`config.mk`:
```
export PLATFORM = sky130hd
export DESIGN_NAME = nx_rbus_decode_timeout
export DESIGN_NICKNAME = d
export VERILOG_FILES = /design/src/rtl/nx_rbus_decode_timeout.sv
export SDC_FILE = /design/constraint.sdc
export NUM_CORES = 1
export LEC_CHECK = 0
export BUFFER_PORTS_ARGS = -buffer_cell sky130_fd_sc_hd__buf_2
export CORE_AREA = 3 3 121 123
export CTS_BUF_LIST = sky130_fd_sc_hd__clkbuf_4
export DETAILED_ROUTE_END_ITERATION = 7
export DIE_AREA = 0 0 124 126
export GPL_TIMING_DRIVEN = 0
export PLACE_DENSITY = 0.82
export SYNTH_ARGS = -nofsm -noshare
export SYNTH_HDL_FRONTEND = slang
export SYNTH_SLANG_ARGS = --single-unit
```
`constraint.sdc`:
```
create_clock -name clk -period 3.15 [get_ports clk]
set_input_delay 0 -clock clk [delete_from_list [all_inputs] [get_ports clk]]
set_output_delay 0 -clock clk [all_outputs]
set_load 0.005 [all_outputs]
```
`src/rtl/nx_rbus_decode_timeout.sv`:
```
// rtl/nx_rbus_decode_timeout.sv - RBUS target decoder with a response watchdog
// Optional status outputs (timeout count, last error address) under NX_RBUS_DECODE_STATUS_EN.
module nx_rbus_decode_timeout #(
  parameter int N_RBUS_ADDR_BITS = 32,
  parameter int N_RBUS_DATA_BITS = 32,
  parameter int N_TGT_SEL_BITS   = 2,
  parameter int TGT_SEL_LSB      = 12,
  parameter logic [(1 << N_TGT_SEL_BITS)-1:0] TGT_EN_MASK = '1,
  parameter int TIMEOUT_CYCLES   = 16,
  parameter logic [N_RBUS_DATA_BITS-1:0] TIMEOUT_DATA = 32'hDEAD_0000
) (
  input  logic                                              clk,
  input  logic                                              rst,
  input  logic [N_RBUS_ADDR_BITS-1:0]                       rbus_addr_i,
  input  logic [N_RBUS_DATA_BITS-1:0]                       rbus_wr_data_i,
  input  logic                                              rbus_wr_strb_i,
  input  logic                                              rbus_rd_strb_i,
  output logic [N_RBUS_DATA_BITS-1:0]                       rbus_rd_data_o,
  output logic                                              rbus_ack_o,
  output logic                                              rbus_err_ack_o,
  output logic                                              rbus_drop_o,
  output logic [N_RBUS_ADDR_BITS-1:0]                       tgt_addr_o,
  output logic [N_RBUS_DATA_BITS-1:0]                       tgt_wr_data_o,
  output logic [(1 << N_TGT_SEL_BITS)-1:0]                  tgt_wr_strb_o,
  output logic [(1 << N_TGT_SEL_BITS)-1:0]                  tgt_rd_strb_o,
  input  logic [(1 << N_TGT_SEL_BITS)*N_RBUS_DATA_BITS-1:0] tgt_rd_data_i,
  input  logic [(1 << N_TGT_SEL_BITS)-1:0]                  tgt_ack_i,
  input  logic [(1 << N_TGT_SEL_BITS)-1:0]                  tgt_err_ack_i
`ifdef NX_RBUS_DECODE_STATUS_EN
  ,
  output logic [15:0]                                       timeout_cnt_o,
  output logic [N_RBUS_ADDR_BITS-1:0]                       last_err_addr_o
`endif
);

  localparam int N_TGT = 1 << N_TGT_SEL_BITS;
  localparam int DW = N_RBUS_DATA_BITS;
  localparam logic [15:0] CNT_LAST = 16'(TIMEOUT_CYCLES - 1);

  typedef enum logic [1:0] {IDLE, WAIT, DONE} state_t;

  state_t                    state_q, state_d;
  logic [15:0]               cnt_q, cnt_d;
  logic [N_TGT_SEL_BITS-1:0] sel_q, sel_d, sel_in;
  logic                      is_rd_q, is_rd_d;
  logic [N_RBUS_ADDR_BITS-1:0] addr_q, addr_d;
  logic [DW-1:0]             wdata_q, wdata_d, rdata_q, rdata_d, sel_rdata;
  logic                      ack_q, ack_d, err_q, err_d, drop_q, drop_d;
  logic [N_TGT-1:0]          twr_q, twr_d, trd_q, trd_d;
  logic                      req, sel_ack, sel_err;

  assign req       = rbus_wr_strb_i | rbus_rd_strb_i;
  assign sel_in    = rbus_addr_i[TGT_SEL_LSB +: N_TGT_SEL_BITS];
  assign sel_ack   = tgt_ack_i[sel_q];
  assign sel_err   = tgt_err_ack_i[sel_q];
  assign sel_rdata = tgt_rd_data_i[sel_q*DW +: DW];

  always_comb begin
    state_d = state_q;
    cnt_d   = cnt_q;
    sel_d   = sel_q;
    is_rd_d = is_rd_q;
    addr_d  = addr_q;
    wdata_d = wdata_q;
    rdata_d = rdata_q;
    ack_d   = 1'b0;
    err_d   = 1'b0;
    drop_d  = 1'b0;
    twr_d   = '0;
    trd_d   = '0;
    unique case (state_q)
      IDLE: begin
        if (req) begin
          addr_d  = rbus_addr_i;
          wdata_d = rbus_wr_data_i;
          is_rd_d = rbus_rd_strb_i;
          sel_d   = sel_in;
          // Ambiguous or unpopulated requests complete locally without touching any target
          if ((rbus_wr_strb_i && rbus_rd_strb_i) || !TGT_EN_MASK[sel_in]) begin
            state_d = DONE;
            err_d   = 1'b1;
            rdata_d = TIMEOUT_DATA;
          end else begin
            state_d       = WAIT;
            cnt_d         = '0;
            twr_d[sel_in] = rbus_wr_strb_i;
            trd_d[sel_in] = rbus_rd_strb_i;
          end
        end
      end
      WAIT: begin
        drop_d = req;
        if (sel_err) begin
          state_d = DONE;
          err_d   = 1'b1;
          rdata_d = sel_rdata;
        end else if (sel_ack) begin
          state_d = DONE;
          ack_d   = 1'b1;
          rdata_d = is_rd_q ? sel_rdata : '0;
        end else if (cnt_q == CNT_LAST) begin
          state_d = DONE;
          err_d   = 1'b1;
          rdata_d = TIMEOUT_DATA;
        end else begin
          cnt_d = cnt_q + 16'd1;
        end
      end
      DONE: begin
        drop_d  = req;
        state_d = IDLE;
      end
      default: state_d = IDLE;
    endcase
  end

  always_ff @(posedge clk) begin
    if (rst) begin
      state_q <= IDLE;
      cnt_q   <= '0;
      sel_q   <= '0;
      is_rd_q <= 1'b0;
      addr_q  <= '0;
      wdata_q <= '0;
      rdata_q <= '0;
      ack_q   <= 1'b0;
      err_q   <= 1'b0;
      drop_q  <= 1'b0;
      twr_q   <= '0;
      trd_q   <= '0;
    end else begin
      state_q <= state_d;
      cnt_q   <= cnt_d;
      sel_q   <= sel_d;
      is_rd_q <= is_rd_d;
      addr_q  <= addr_d;
      wdata_q <= wdata_d;
      rdata_q <= rdata_d;
      ack_q   <= ack_d;
      err_q   <= err_d;
      drop_q  <= drop_d;
      twr_q   <= twr_d;
      trd_q   <= trd_d;
    end
  end

  assign rbus_rd_data_o = rdata_q;
  assign rbus_ack_o     = ack_q;
  assign rbus_err_ack_o = err_q;
  assign rbus_drop_o    = drop_q;
  assign tgt_addr_o     = addr_q;
  assign tgt_wr_data_o  = wdata_q;
  assign tgt_wr_strb_o  = twr_q;
  assign tgt_rd_strb_o  = trd_q;

`ifdef NX_RBUS_DECODE_STATUS_EN
  logic [15:0]                 tmo_cnt_q;
  logic [N_RBUS_ADDR_BITS-1:0] last_err_q;
  logic                        tmo_hit;

  assign tmo_hit = (state_q == WAIT) && !sel_err && !sel_ack && (cnt_q == CNT_LAST);

  always_ff @(posedge clk) begin
    if (rst) begin
      tmo_cnt_q  <= '0;
      last_err_q <= '0;
    end else begin
      if (tmo_hit && (tmo_cnt_q != 16'hFFFF)) tmo_cnt_q <= tmo_cnt_q + 16'd1;
      if (err_d) last_err_q <= addr_d;
    end
  end

  assign timeout_cnt_o   = tmo_cnt_q;
  assign last_err_addr_o = last_err_q;
`endif

endmodule

```
# ---- Word-level counts from Yosys, hierarchy flattened
# Cells that the tools add are included.
dict set report totals {
  ff_bits 128
  in_bits 204
  out_inout_bits 107
  elab_cells 82
}
dict set report classes {
  n_addsub 1
  order_cmp 3
  eq_ne 10
  n_shift 1
  mux 34
  bitwise 7
  n_reduce_logical 14
}
# op count
set op_table {}
lappend op_table {{32-bit two-way mux} 6}
lappend op_table {{128-bit by 8-bit indexed part select with 32-bit output} 1}
lappend op_table {{16-bit two-way mux} 5}
lappend op_table {{32-bit case mux with 2 select lines} 1}
lappend op_table {{16-bit case mux with 2 select lines} 1}
lappend op_table {{16-bit by 1-bit adder with 16-bit output, second input constant} 1}
lappend op_table {{16-bit by 4-bit equality test with 1-bit output, second input constant} 1}
lappend op_table {{2-bit != test, second input constant} 6}
lappend op_table {{1-bit two-way mux} 10}
lappend op_table {{2-bit two-way mux} 5}
lappend op_table {{4-bit AND} 2}
lappend op_table {{1-bit binary-select mux with 2-bit select} 3}
lappend op_table {{2-bit by 3-bit less-than comparator with 1-bit output, second input constant} 2}
lappend op_table {{6-bit AND reduction} 1}
lappend op_table {{4-bit != test, second input constant} 1}
lappend op_table {{1-bit inverter} 4}
lappend op_table {{2-bit case mux with 2 select lines} 1}
lappend op_table {{2-bit AND reduction} 2}
lappend op_table {{4-bit AND reduction} 1}
lappend op_table {{2-bit OR reduction} 2}
lappend op_table {{4-bit OR reduction} 1}
lappend op_table {{3-bit OR reduction} 1}
lappend op_table {{1-bit demux with 2-bit select} 1}
lappend op_table {{2-bit by 1-bit equality test with 1-bit output, second input constant} 1}
lappend op_table {{9 further kinds} 10}

# ---- Longest topological paths before layout
dict set report logic_depth {
  ltp_word 7
  ltp_mapped 9
  ltp_nobuf 7
}

# ---- Worst setup path after synthesis
# Ideal clock, no wire load.
dict set report synth_path {
  path_kind {flip-flop to flip-flop}
  from {register cnt_q[0]}
  to {register rdata_q[10] (netlist: rbus_rd_data_o[10])}
  setup_time_ps 128
  arrival_ps 1956
  required_ps 3022
  slack_ps 1065
  stages_incl_launch_ff 8
  n_path_buf 1
  period_less_slack_ps 2085
  cell_sequence {dfxtp_1 ha_1 and3_1 nand4_1 a311o_1 clkbuf_1 nand3b_1 o21ai_0}
}
dict set report synth_between {
  elab_chain_len 3
}
# item line_no
set synth_lines {}
lappend synth_lines {{start: declaration} 43} ;# logic [15:0] cnt_q, cnt_d;
lappend synth_lines {{start signal: assignment} 133} ;# cnt_q <= cnt_d;
lappend synth_lines {{16-bit by 4-bit equality test with 1-bit output} 101} ;# end else if (cnt_q == CNT_LAST) begin
lappend synth_lines {{4-bit != test (no source line)} --}
lappend synth_lines {{4-bit AND reduction (no source line)} --}
lappend synth_lines {{end signal: assignment} 138} ;# rdata_q <= rdata_d;
lappend synth_lines {{end: declaration} 47} ;# logic [DW-1:0] wdata_q, wdata_d, rdata_q, rdata_d, sel_rdata;
# Every way passes these cells.
# A chain may end at the register's enable or synchronous reset.

# ---- Worst setup path after layout
dict set report layout_path {
  from {register sel_q[0]}
  to {register ack_q (netlist: rbus_ack_o)}
}
dict set report layout_between {
  elab_chain_len 3
  elab_cells_between_ends 6
  cone_classes {mux: 5; reduce/logical: 1}
}
# item line_no
set layout_lines {}
lappend layout_lines {{start: declaration} 44} ;# logic [N_TGT_SEL_BITS-1:0] sel_q, sel_d, sel_in;
lappend layout_lines {{start signal: assignment} 134} ;# sel_q <= sel_d;
lappend layout_lines {{1-bit binary-select mux with 2-bit select, on equally long branches} {55, 54}}
lappend layout_lines {{1-bit two-way mux, on equally long branches} {55, 54}}
lappend layout_lines {{3-bit OR reduction (no source line) or 1-bit two-way mux (tied branches)} --}
lappend layout_lines {{end signal: assignment} 139} ;# ack_q <= ack_d;
lappend layout_lines {{end: declaration} 48} ;# logic ack_q, ack_d, err_q, err_d, drop_q, drop_d;
# Several ways; a longest one is shown, not always the timed one. The select of a mux whose other input is x is not followed.

==> impl_metrics.csv <==
group,metric,value,unit
run_status,status,"finished, final reports clean",
route,first_pass_iters,5,
power,power,4.018,mW
power,combPwrFrac,30.7,%
sta,tns,0,ns
logic_synthesis,synth-xor-area-share,0.1533,%
logic_synthesis,synthSimpleGateAreaFrac,22.43,%
logic_synthesis,synthAdderAreaFrac,0.6572,%
critical_path,critPathLaunch,"sel_q[0]",
clock_network,post_cts_buffers,0,
logic_synthesis,synth_top_area_share,44.16,%
logic_synthesis,synthTopCellsByArea,"dfxtp_1 (44%), mux4_2 (13%), nand2_1 (10%)",
grt,gr-total-overflow,0,
clock_network,clk_latency,0.54,ns
logic_synthesis,synth-main-ff-cell,"dfxtp_1",
clock_network,cts.sinks,126,
critical_path,path_class,"reg2reg",
floorplan,rows,43,
route,via_per_inst,5.303,
placed_design,dpl.hpwl,15.23,mm
grt,grt_pass1_vias,6913,
sta,period_share,85.74,%
clock_network,numCtsBuffers,17,
placed_design,portBuffers,307,
power,ir_worst_vdd,291.4,µV
floorplan,coreArea,13770,µm²
placed_design,place_area,7473,µm²
sta,fmax,370.3,MHz
logic_synthesis,ys_warn_count,0,
clock_network,cts_root_buf,"clkbuf_4",
worst_hold_path,hold_path_class,"in2reg",
power,pwr_density_cell,452.7,nW/µm²
power,sw_frac_of_total,32.34,%
route,drtIter0Drc,429,
run,cap_violations,0,
grt,grt_pass1_wl,34.74,mm
power,p_leak,3.976,nW
critical_path,worstPathArrival,3.15,ns
floorplan,dieHeight,126,µm
route,vias,6788,
logic_synthesis,syn_nets,850,
sta,setup_viol,0,
critical_path,critPathCaptureType,"flop",
critical_path,start_kind,"flop",
logic_synthesis,yosys_register_bits,126,
critical_path,slowest_delay,0.57,ns
route,wirelength,22.73,mm
floorplan,die_area,15620,µm²
sta,fin_crit,2.701,ns
sta,rsz0062_at_grt,"false",
clock_network,cts.path.max_buffers,2,
critical_path,ff2ff_setup_slack,0.45,ns
power,switching_power,1.300,mW
sta,slew_headroom,42.52,%
logic_synthesis,yosys.area.top_type,"dfxtp_1",
power,sequentialPowerShare,44.9,%
finish,nets,1293,
floorplan,start_util,41.47,%
sta,fin_skew,0.02057,ns
finish,layout-drive-gt1-share,34.73,%
sta,max_slew.worst_pin.slew,0.8503,ns
finish,syn_to_final_growth,55.42,%
floorplan,io_pins,311,
critical_path,crit_chain,"buf_6 -> buf_2 -> mux2i_1 -> dlygate4sd3_1 -> mux2_2 -> dlygate4sd3_1 -> and3_1",
logic_synthesis,synth_edf_count,0,
clock_network,htree_levels,4,
logic_synthesis,yosys.cell_count.top_type,"nand2_1",
critical_path,critPathRequiredTime,3.60,ns
route,wire_per_inst,17.76,µm
placed_design,place.gp.congestion,0.9025,
logic_synthesis,synth_top_family_by_area,"simple AND/OR/NAND/NOR gates",
logic_synthesis,ys_top_cells_by_count,"nand2_1 (158), dfxtp_1 (126), a21oi_1 (76), o21ai_0 (41), clkbuf_1 (40)",
route,drcViolationCount,0,
worst_hold_path,hold_start,"tgt_rd_data_i[119]",
grt,grt_max_degree,17,
critical_path,crit_slowest_cell,"dlygate4sd3_1",
critical_path,crit_top_cell,"dlygate4sd3_1",
logic_synthesis,postSynth.asyncResetShare,0,%
logic_synthesis,synth-compound-area-share,14.68,%
finish,final_cells,1280,
power,p_clk_share,24.5,%
critical_path,r2r_start,"sel_q[0]",
route,ant_nets,0,
sta,hold_ws,0.04723,ns
sta,slew_violations,0,
floorplan,die_w,124,µm
clock_network,cts_tree,"done",
logic_synthesis,syn_inst,643,
clock_network,path_clk_slew,0.11,ns
logic_synthesis,synth_cell_types,43,
power,internal_power,2.719,mW
critical_path,worst-path-max-fanout,10,
grt,grt_usage,28.83,%
logic_synthesis,ys_seq_area_share,44.16,%
logic_synthesis,syn_area,5712,µm²
logic_synthesis,synth_area_per_cell,8.883,µm²
grt,antenna_found_initial,2,
placed_design,place_inst,1130,
logic_synthesis,synthMuxAreaShare,13.95,%
sta,hold_violations,0,
finish,design_area,8877,µm²
[sequential cells by signal, summed over array words and instances (netlist names)]
name	count
rbus_ack_o	1
tgt_addr_o	31
sel_q	1
rbus_err_ack_o	1
tgt_rd_strb_o	4
tgt_wr_strb_o	4
rbus_drop_o	1
tgt_wr_data_o	32
is_rd_q	1
cnt_q	16
rbus_rd_data_o	32
state_q	2
[critical path: cells and delay by family (launching register included)]
kind          cells  cell delay [ns]
flops             1             0.38
simple gates      1             0.14
buf+inv           4             1.70
mux               2             0.39
[layout by cell type, fill, tap and decap left out, types with 4 or more instances in the layout]
cell and count:
buf_2 314, nand2_1 158, dfxtp_1 126, dlygate4sd3_1 117
a21oi_1 76, o21ai_0 41, clkbuf_1 40, mux4_2 34
nor2_1 30, nand2b_1 28, nand3b_1 23, clkbuf_4 20
a211oi_1 11, and3_1 6, nand3_1 6, o31ai_1 6
clkinv_2 5, inv_1 4, nor2b_1 4, nor4_1 4
[final cells by class]
class	count	area, µm²
Antenna cell	3	7.507
Buffer	50	211.5
Clock buffer	20	150.1
Clock inverter	10	75.07
Fill cell	1142	4896
Inverter	4	15.01
Multi-Input combinational cell	463	2963
Sequential cell	126	2522
Tap cell	180	225.2
Timing Repair Buffer	424	2708
[final timing paths]
check                                     endpoint  cells past startpoint
worst max-delay path                    rbus_ack_o                      7
worst min register to register   tgt_wr_data_o[24]                      2
worst min-delay path            rbus_rd_data_o[23]                      4
worst max register to register          rbus_ack_o                      7
[per-stage QoR]
stage | setup WS [ns] | util (%)
finish | 0.4493 | 64.45
global route | 0.3071 | 64.44
CTS | 0.4192 | 64.40
detailed placement | 0.5638 | 54.26
global placement | 0.6289 | 54.26
floorplan | 1.065 | -
[timing repair]
item / 4_1_cts / 5_1_grt
hold buffers: 117 / 0
hold endpoints to repair: 99 / 0
resized for setup: 0 / 0
setup endpoints to repair: 0 / 0
[cells by family (layout without fill, tap and decap cells)]
group / Yosys count / in the layout
adder cells (fa/ha/maj): 3 / 3
multiplexers: 37 / 37
buffers and inverters: 54 / 508
flip-flops: 126 / 126
AO/OA/AOI/OAI: 147 / 147
other: 0 / 3
XOR/XNOR: 1 / 1
AND/OR/NAND/NOR: 275 / 275
[per-layer routing]
metal,part of all wire [%],GRT usage (%)
met1,36,32.21
met2,51,49.51
met3,7.9,7.903
met4,5.2,15.08
met5,0,0
[power by group through the flow]
stage          logic (mW)  registers (mW)  clock network, mW
2_1_floorplan       0.592            1.84                  0
3_3_place_gp         1.03            1.83                  0
5_1_grt              1.35            1.82               1.07
4_1_cts              1.20            1.80              0.990
3_5_place_dp         1.05            1.84                  0
6_report             1.23            1.80              0.983
Note: power is estimated with default switching activity, not from simulation.
